### config.mk
export PLATFORM = sky130hd
export DESIGN_NAME = delay_pulse_gen_multi
export DESIGN_NICKNAME = d
export VERILOG_FILES = /design/src/rtl/delay_pulse_pkg.sv /design/src/rtl/delay_pulse_chan.sv /design/src/rtl/delay_pulse_gen_multi.sv
export SDC_FILE = /design/constraint.sdc
export NUM_CORES = 2
export LEC_CHECK = 0
export ABC_AREA = 1
export CORE_UTILIZATION = 40
export DETAILED_ROUTE_END_ITERATION = 16
export GPL_ROUTABILITY_DRIVEN = 0
export SYNTH_ARGS = -nofsm -noshare
export SYNTH_HDL_FRONTEND = slang
export SYNTH_SLANG_ARGS = --single-unit
### constraint.sdc
create_clock -name clk -period 2.2 [get_ports clk]
set_input_delay 0.22 -clock clk [delete_from_list [all_inputs] [get_ports clk]]
set_output_delay 0.22 -clock clk [all_outputs]
set_load 0.005 [all_outputs]
### src/rtl/delay_pulse_pkg.sv
// Shared encodings for the multi-channel delay/pulse generator.
// Latency: n/a (types only).
// Backpressure: n/a (types only).
//
// mode_e  : output behaviour once a channel's delay has elapsed.
// state_e : per-channel sequencing state.
package delay_pulse_pkg;

   // RSVD is decoded exactly like PULSE by the channel FSM.
   typedef enum logic [1:0] {
      MODE_LEVEL    = 2'd0,
      MODE_PULSE    = 2'd1,
      MODE_PERIODIC = 2'd2,
      MODE_RSVD     = 2'd3
   } mode_e;

   typedef enum logic [1:0] {
      ST_IDLE   = 2'd0,
      ST_DELAY  = 2'd1,
      ST_ACTIVE = 2'd2,
      ST_HOLD   = 2'd3
   } state_e;

endpackage

### src/rtl/delay_pulse_chan.sv
// One delay/pulse channel: FSM, down-counter and shadow copy of mode/delay/width.
// Latency: start sampled at edge E0 -> act high after E0+D, low after E0+D+W; all outputs registered.
// Backpressure: none; start while busy is dropped, abort forces IDLE on the next edge.
//
// Ports: clk/rst (sync, active-low); start/abort per-channel requests;
//        cfg_mode/cfg_delay/cfg_width = committed config, copied into shadow on start;
//        act = output asserted (polarity applied by parent); busy = not IDLE; done = 1-cycle strobe.
module delay_pulse_chan
   import delay_pulse_pkg::*;
#(
   parameter int unsigned CW         = 30,
   parameter int unsigned DEF_DELAY  = 10,
   parameter int unsigned DEF_WIDTH  = 1,
   parameter logic [1:0]  DEF_MODE   = 2'd0,
   parameter bit          AUTO_START = 1'b1
) (
   input  logic          clk,
   input  logic          rst,
   input  logic          start,
   input  logic          abort,
   input  logic [1:0]    cfg_mode,
   input  logic [CW-1:0] cfg_delay,
   input  logic [CW-1:0] cfg_width,
   output logic          act,
   output logic          busy,
   output logic          done
);

   localparam logic [CW-1:0] ONE   = CW'(1);
   localparam logic [CW-1:0] DEF_D = (DEF_DELAY == 0) ? ONE : CW'(DEF_DELAY);
   localparam logic [CW-1:0] DEF_W = (DEF_WIDTH == 0) ? ONE : CW'(DEF_WIDTH);

   // Zero-length delay/width would make the counter wrap; treat as one cycle.
   function automatic logic [CW-1:0] clamp1(input logic [CW-1:0] v);
      return (v == '0) ? ONE : v;
   endfunction

   state_e        state_q, state_d;
   logic [CW-1:0] cnt_q,   cnt_d;
   mode_e         mode_q,  mode_d;
   logic [CW-1:0] dly_q,   dly_d;
   logic [CW-1:0] wid_q,   wid_d;
   logic          done_q,  done_d;

   // State register. Reset lands AUTO_START channels directly in DELAY so the
   // reset edge itself acts as the start edge.
   always_ff @(posedge clk) begin
      if (!rst) begin
         state_q <= AUTO_START ? ST_DELAY : ST_IDLE;
         cnt_q   <= AUTO_START ? (DEF_D - ONE) : '0;
         mode_q  <= mode_e'(DEF_MODE);
         dly_q   <= DEF_D;
         wid_q   <= DEF_W;
         done_q  <= 1'b0;
      end else begin
         state_q <= state_d;
         cnt_q   <= cnt_d;
         mode_q  <= mode_d;
         dly_q   <= dly_d;
         wid_q   <= wid_d;
         done_q  <= done_d;
      end
   end

   // Next-state logic. abort outranks everything, including a same-edge start.
   always_comb begin
      state_d = state_q;
      cnt_d   = cnt_q;
      mode_d  = mode_q;
      dly_d   = dly_q;
      wid_d   = wid_q;
      done_d  = 1'b0;
      if (abort) begin
         state_d = ST_IDLE;
      end else begin
         case (state_q)
            ST_IDLE: begin
               if (start) begin
                  mode_d  = mode_e'(cfg_mode);
                  dly_d   = clamp1(cfg_delay);
                  wid_d   = clamp1(cfg_width);
                  cnt_d   = clamp1(cfg_delay) - ONE;
                  state_d = ST_DELAY;
               end
            end
            ST_DELAY: begin
               if (cnt_q == '0) begin
                  if (mode_q == MODE_LEVEL) begin
                     state_d = ST_HOLD;
                     done_d  = 1'b1;
                  end else begin
                     state_d = ST_ACTIVE;
                     cnt_d   = wid_q - ONE;
                  end
               end else begin
                  cnt_d = cnt_q - ONE;
               end
            end
            ST_ACTIVE: begin
               if (cnt_q == '0) begin
                  done_d = 1'b1;
                  if (mode_q == MODE_PERIODIC) begin
                     state_d = ST_DELAY;
                     cnt_d   = dly_q - ONE;
                  end else begin
                     state_d = ST_IDLE;
                  end
               end else begin
                  cnt_d = cnt_q - ONE;
               end
            end
            ST_HOLD: begin
               state_d = ST_HOLD;
            end
            default: begin
               state_d = ST_IDLE;
            end
         endcase
      end
   end

   // Outputs decode registered state only.
   always_comb begin
      act  = (state_q == ST_ACTIVE) || (state_q == ST_HOLD);
      busy = (state_q != ST_IDLE);
      done = done_q;
   end

endmodule

### src/rtl/delay_pulse_gen_multi.sv
// Multi-channel programmable delay / pulse / periodic generator with double-buffered config.
// Latency: cfg write visible to a channel's next start; outputs registered, E0+D assert, E0+D+W release.
// Backpressure: none; starts to busy channels are dropped, out-of-range cfg_ch writes are ignored.
//
// Ports: clk, rst (sync, active-low); start/abort[NCH] per-channel requests;
//        cfg_we/cfg_ch/cfg_mode/cfg_delay/cfg_width config write port;
//        out[NCH] (ACTIVE_LOW polarity), busy[NCH], done[NCH] 1-cycle strobes.
module delay_pulse_gen_multi
   import delay_pulse_pkg::*;
#(
   parameter int unsigned   NCH        = 4,
   parameter int unsigned   CW         = 30,
   parameter int unsigned   DEF_DELAY  = 10,
   parameter int unsigned   DEF_WIDTH  = 1,
   parameter logic [1:0]    DEF_MODE   = 2'd0,
   parameter logic [NCH-1:0] AUTO_START = {NCH{1'b1}},
   parameter bit            ACTIVE_LOW = 1'b1,
   localparam int unsigned  CHW        = (NCH > 1) ? $clog2(NCH) : 1
) (
   input  logic           clk,
   input  logic           rst,
   input  logic [NCH-1:0] start,
   input  logic [NCH-1:0] abort,
   input  logic           cfg_we,
   input  logic [CHW-1:0] cfg_ch,
   input  logic [1:0]     cfg_mode,
   input  logic [CW-1:0]  cfg_delay,
   input  logic [CW-1:0]  cfg_width,
   output logic [NCH-1:0] out,
   output logic [NCH-1:0] busy,
   output logic [NCH-1:0] done
);

   logic [1:0]    cfg_mode_q  [NCH];
   logic [1:0]    cfg_mode_d  [NCH];
   logic [CW-1:0] cfg_delay_q [NCH];
   logic [CW-1:0] cfg_delay_d [NCH];
   logic [CW-1:0] cfg_width_q [NCH];
   logic [CW-1:0] cfg_width_d [NCH];
   logic [NCH-1:0] act;
   logic [31:0]    cfg_ch_ext;

   assign cfg_ch_ext = 32'(cfg_ch);

   // Write decode by equality against every channel index, so an index with
   // no matching channel simply writes nothing.
   always_comb begin
      cfg_mode_d  = cfg_mode_q;
      cfg_delay_d = cfg_delay_q;
      cfg_width_d = cfg_width_q;
      for (int i = 0; i < NCH; i++) begin
         if (cfg_we && (cfg_ch_ext == 32'(i))) begin
            cfg_mode_d[i]  = cfg_mode;
            cfg_delay_d[i] = cfg_delay;
            cfg_width_d[i] = cfg_width;
         end
      end
   end

   always_ff @(posedge clk) begin
      if (!rst) begin
         for (int i = 0; i < NCH; i++) begin
            cfg_mode_q[i]  <= DEF_MODE;
            cfg_delay_q[i] <= CW'(DEF_DELAY);
            cfg_width_q[i] <= CW'(DEF_WIDTH);
         end
      end else begin
         cfg_mode_q  <= cfg_mode_d;
         cfg_delay_q <= cfg_delay_d;
         cfg_width_q <= cfg_width_d;
      end
   end

   // Channels see the committed cfg registers, so a write and a start on the
   // same edge start with the previous configuration.
   for (genvar g = 0; g < NCH; g++) begin : g_chan
      delay_pulse_chan #(
         .CW         (CW),
         .DEF_DELAY  (DEF_DELAY),
         .DEF_WIDTH  (DEF_WIDTH),
         .DEF_MODE   (DEF_MODE),
         .AUTO_START (AUTO_START[g])
      ) u_chan (
         .clk       (clk),
         .rst       (rst),
         .start     (start[g]),
         .abort     (abort[g]),
         .cfg_mode  (cfg_mode_q[g]),
         .cfg_delay (cfg_delay_q[g]),
         .cfg_width (cfg_width_q[g]),
         .act       (act[g]),
         .busy      (busy[g]),
         .done      (done[g])
      );
      assign out[g] = act[g] ^ ACTIVE_LOW;
   end

endmodule
==> summary.txt <==
Power and ir drop
  • VDD IR-drop max: between 0.5 and 0.6 mV
  • Final Power: ~33 mW
  • Pwr/cell area: ~700 mW/mm^2
  • Total leakage power: 20.6 nW

Floorplanning
  • Row cnt: about 110
  • Die area: between 0.09 and 0.1 mm^2
  • Initial core utilization: 0.403
  • Width of the chip: 311 um
  • Core footprint: about 0.095 mm^2
  • Die height: around 310 um
  • Ports: slightly below 90

Timing
  • FMAX: 0.455 GHz
  • Fin. Hold Viols: 0
  • Worst-Margin Slew: about 0.85 ns
  • Layout Skew: approximately 0.019 ns
  • Slew Viols, Final: 0
  • Tmin final: around 2.2 ns
  • Setup violations, final: 0
  • Max_slew headroom: 0.432
  • Tcrit/Tclk final: 0.999
  • RSZ-0062 raised after global routing: true

Setup path
  • Crit-path slowest cell: dfxtp_2
  • Crit-path cells: nor2_4 -> nand2_2 -> buf_6 -> nor2_4 -> nand2_2 -> nor2_4 -> nor2_4 -> ha_4 -> nand3_4 -> nor2_4 -> nand3_1 -> nor4_4 -> nand3_1 -> nand3_1 -> nand3_1 -> nand2_1 -> inv_1
  • Critical Path AT: ~2.7 ns
  • Critical R2R Launch: cfg_delay_q[22]$_SDFFE_PN0P_
  • Crit end category: flop
  • Crit-path max cell delay: between 0.3 and 0.4 ns
  • Startpoint Class: flop
  • Crit path max fanout: 4
  • CP Launch Point: cfg_delay_q[22]$_SDFFE_PN0P_
  • Most frequent cell on the critical path: nor2_4
  • WP data required: between 2 and 3 ns
  • WS Path Type: reg -> reg

Yosys
  • Avg Inst Size Synth: 6.23 um^2
  • Synthesized area: 0.0382 mm^2
  • Register area share after synthesis: 0.329
  • Cell taking the most area after synthesis: dfxtp_1
  • Post-synth ARST share: 0
  • Top cells by area, synth: dfxtp_1 33%, nand2_1 11%, o21ai_0 8.7%
  • Synthesized flop and latch total: 628
  • Share of the synthesized area in the top cell type: 0.329
  • Syn Inst Count: between 6000 and 7000
  • Unique masters post-synth: 55
  • EDFF count, synth: 0
  • YS warnings: 0
  • Net count after synthesis: 6245
  • Top_reg_cell synth: dfxtp_1

Placed design
  • DP Cell Count: around 7700
  • I/O Buffers: 86
  • Final HPWL DP: approximately 120 mm

Clock tree
  • CTS H-Tree Depth: 3
  • Num CTS Buffers: 75
  • CTS max path bufs: 3
  • CTS tree: yes
  • Clk_lat worst skew: approximately 0.63 ns
  • CTS clk-pin slew, worst paths: 0.06 ns
  • Clock sinks: roughly 630
  • Hold-fix buffers, CTS: 0
  • Root Buffer Master: clkbuf_16

Run status
  • Status: finished, final reports clean

Layout
  • Area Growth Syn to Fin: 22.0%
  • Most frequent cells in the layout: 1114 x nand2_1, 786 x nor2_1, 682 x inv_1
  • Layout cells sized above 1: 0.143
  • Nets: about 6600
  • Final non-filler cell total: 7822
  • Most common cell after layout, fill and taps aside: nand2_1
  • Fillers: approximately 10000

Route
  • Wire per inst: around 20 um
  • First drt pass iteration count: 6
  • WL final: about 160 mm
  • Iteration-0 DRC Markers: around 5400
  • Antenna Nets Post-Route: 0
  • Vias per inst: 5.51
  • Vias: between 40000 and 50000
  • DRC Markers: 0

Hold path
  • Min-Delay Path Class: in -> reg
  • Worst hold start: rst

Global route
  • GRT Util Overall: 0.310
  • Initial antenna violation count: 14
  • Vias in the first global route: 38400
  • Aggregate global routing overflow: 0
  • First-pass GRT wire length: around 230 mm
  • Largest net degree at the start of global routing: 141

Flow run
  • Max-cap violations: 0
cells in the mapped netlist (3+ instances only):
cell / count
buf_6: 10
nor3_1: 59
nor3b_1: 4
clkbuf_1: 199
buf_1: 8
nand2_2: 4
inv_2: 27
nand3b_1: 5
buf_2: 28
o21ai_0: 667
o21ai_1: 54
a21oi_1: 646
nor2_2: 31
xnor2_1: 46
or2_0: 5
nand3_1: 522
a21o_1: 4
o21bai_1: 13
o211ai_1: 37
a31o_2: 5
a211oi_1: 12
a31oi_1: 6
nor2_1: 876
buf_4: 16
nand2_1: 1144
o21ai_2: 6
nand4_1: 83
ha_1: 36
xor2_1: 160
nand4_2: 4
inv_1: 696
and2_1: 5
nand4_4: 3
o21a_1: 15
nor3_2: 4
clkinv_1: 5
o22ai_1: 16
or2_2: 4
nor4_1: 21
dfxtp_1: 628
final cells by class:
class                           count  area, um^2  share of cell area
Multi-Input combinational cell   4516       22500               0.483
Sequential cell                   628       12700               0.272
Timing Repair Buffer              551        4760               0.102
Inverter                          729        2740              0.0587
Clock buffer                      100        2100              0.0451
Tap cell                         1265        1580              0.0339
Clock inverter                     26         251             0.00539
Antenna cell                        7        17.5            0.000375
worst max-delay path, delay by kind of cell, from the launching register on:
family | cells | cell delay (ns)
buffers and inverters | 2 | 0.14
adder cells (fa/ha/maj) | 1 | 0.17
AND/OR/NAND/NOR | 14 | 1.42
flip-flops | 1 | 0.36
per-stage QoR:
stage / TNS [ns] / hold slack, ns / setup WS (ns) / util / area (um^2)
2_1_floorplan: -0.00770 / 0.316 / -0.00770 / - / 38300
4_1_cts: 0 / 0.0962 / 0.00127 / 0.482 / 45800
3_5_place_dp: -0.731 / 0.449 / -0.101 / 0.456 / 43200
5_1_grt: -0.838 / 0.136 / -0.114 / 0.492 / 46700
6_report: 0 / 0.143 / 0.00171 / 0.492 / 46700
3_3_place_gp: -0.306 / 0.448 / -0.0887 / 0.456 / 43200
sequential cells by signal (all words and copies together) (netlist names):
| signal | cells |
|---|---|
| cfg_delay_q | 120 |
| cfg_width_q | 120 |
| g_chan.u_chan.cnt_q | 120 |
| g_chan.u_chan.dly_q | 120 |
| g_chan.u_chan.wid_q | 120 |
| cfg_mode_q | 8 |
| g_chan.u_chan.mode_q | 8 |
| g_chan.u_chan.state_q | 8 |
| g_chan.u_chan.done | 4 |
power by group:
group | internal, mW | switching, mW
sequential | 12.1 | 0.658
clock | 7.16 | 5.19
combinational | 2.72 | 5.15
total | 22.0 | 11.0
per-layer routing:
metal  vias to the layer above  part of all wire  global-route usage
li1                      20800                 -                   -
met1                     19900              0.44               0.438
met2                      2006              0.42               0.458
met3                       354             0.094              0.0520
met4                         8             0.045               0.139
met5                         -           0.00052                   0
path summary, 6_finish.rpt:
kind,slack [ns],to,cells after the start
max,0.002,g_chan[3].u_chan.cnt_q[14]$_SDFFE_PN0P_,17
min,0.14,cfg_width_q[60]$_SDFFE_PN1P_,3
max reg2reg,0.002,g_chan[3].u_chan.cnt_q[14]$_SDFFE_PN0P_,17
min reg2reg,0.45,cfg_mode_q[0]$_SDFFE_PN0P_,2
cell families after synthesis:
group,after synthesis,share of synthesized area
adders and majority gates,36,0.0118
and+or+nand+nor,2783,0.307
AOI/OAI and AO/OA,1491,0.203
DFF,628,0.329
buffers and inverters,990,0.102
xor gates and xnor gates,206,0.0472
what timing repair did:
action | 4_1_cts | 5_1_grt
endpoints found under the setup margin | 23 | 94
setup buffers | 14 | 20
pin swaps | 11 | 80
cloned | 0 | 1
resized for setup | 44 | 263
No activity file was read; power rests on OpenSTA's default activity.
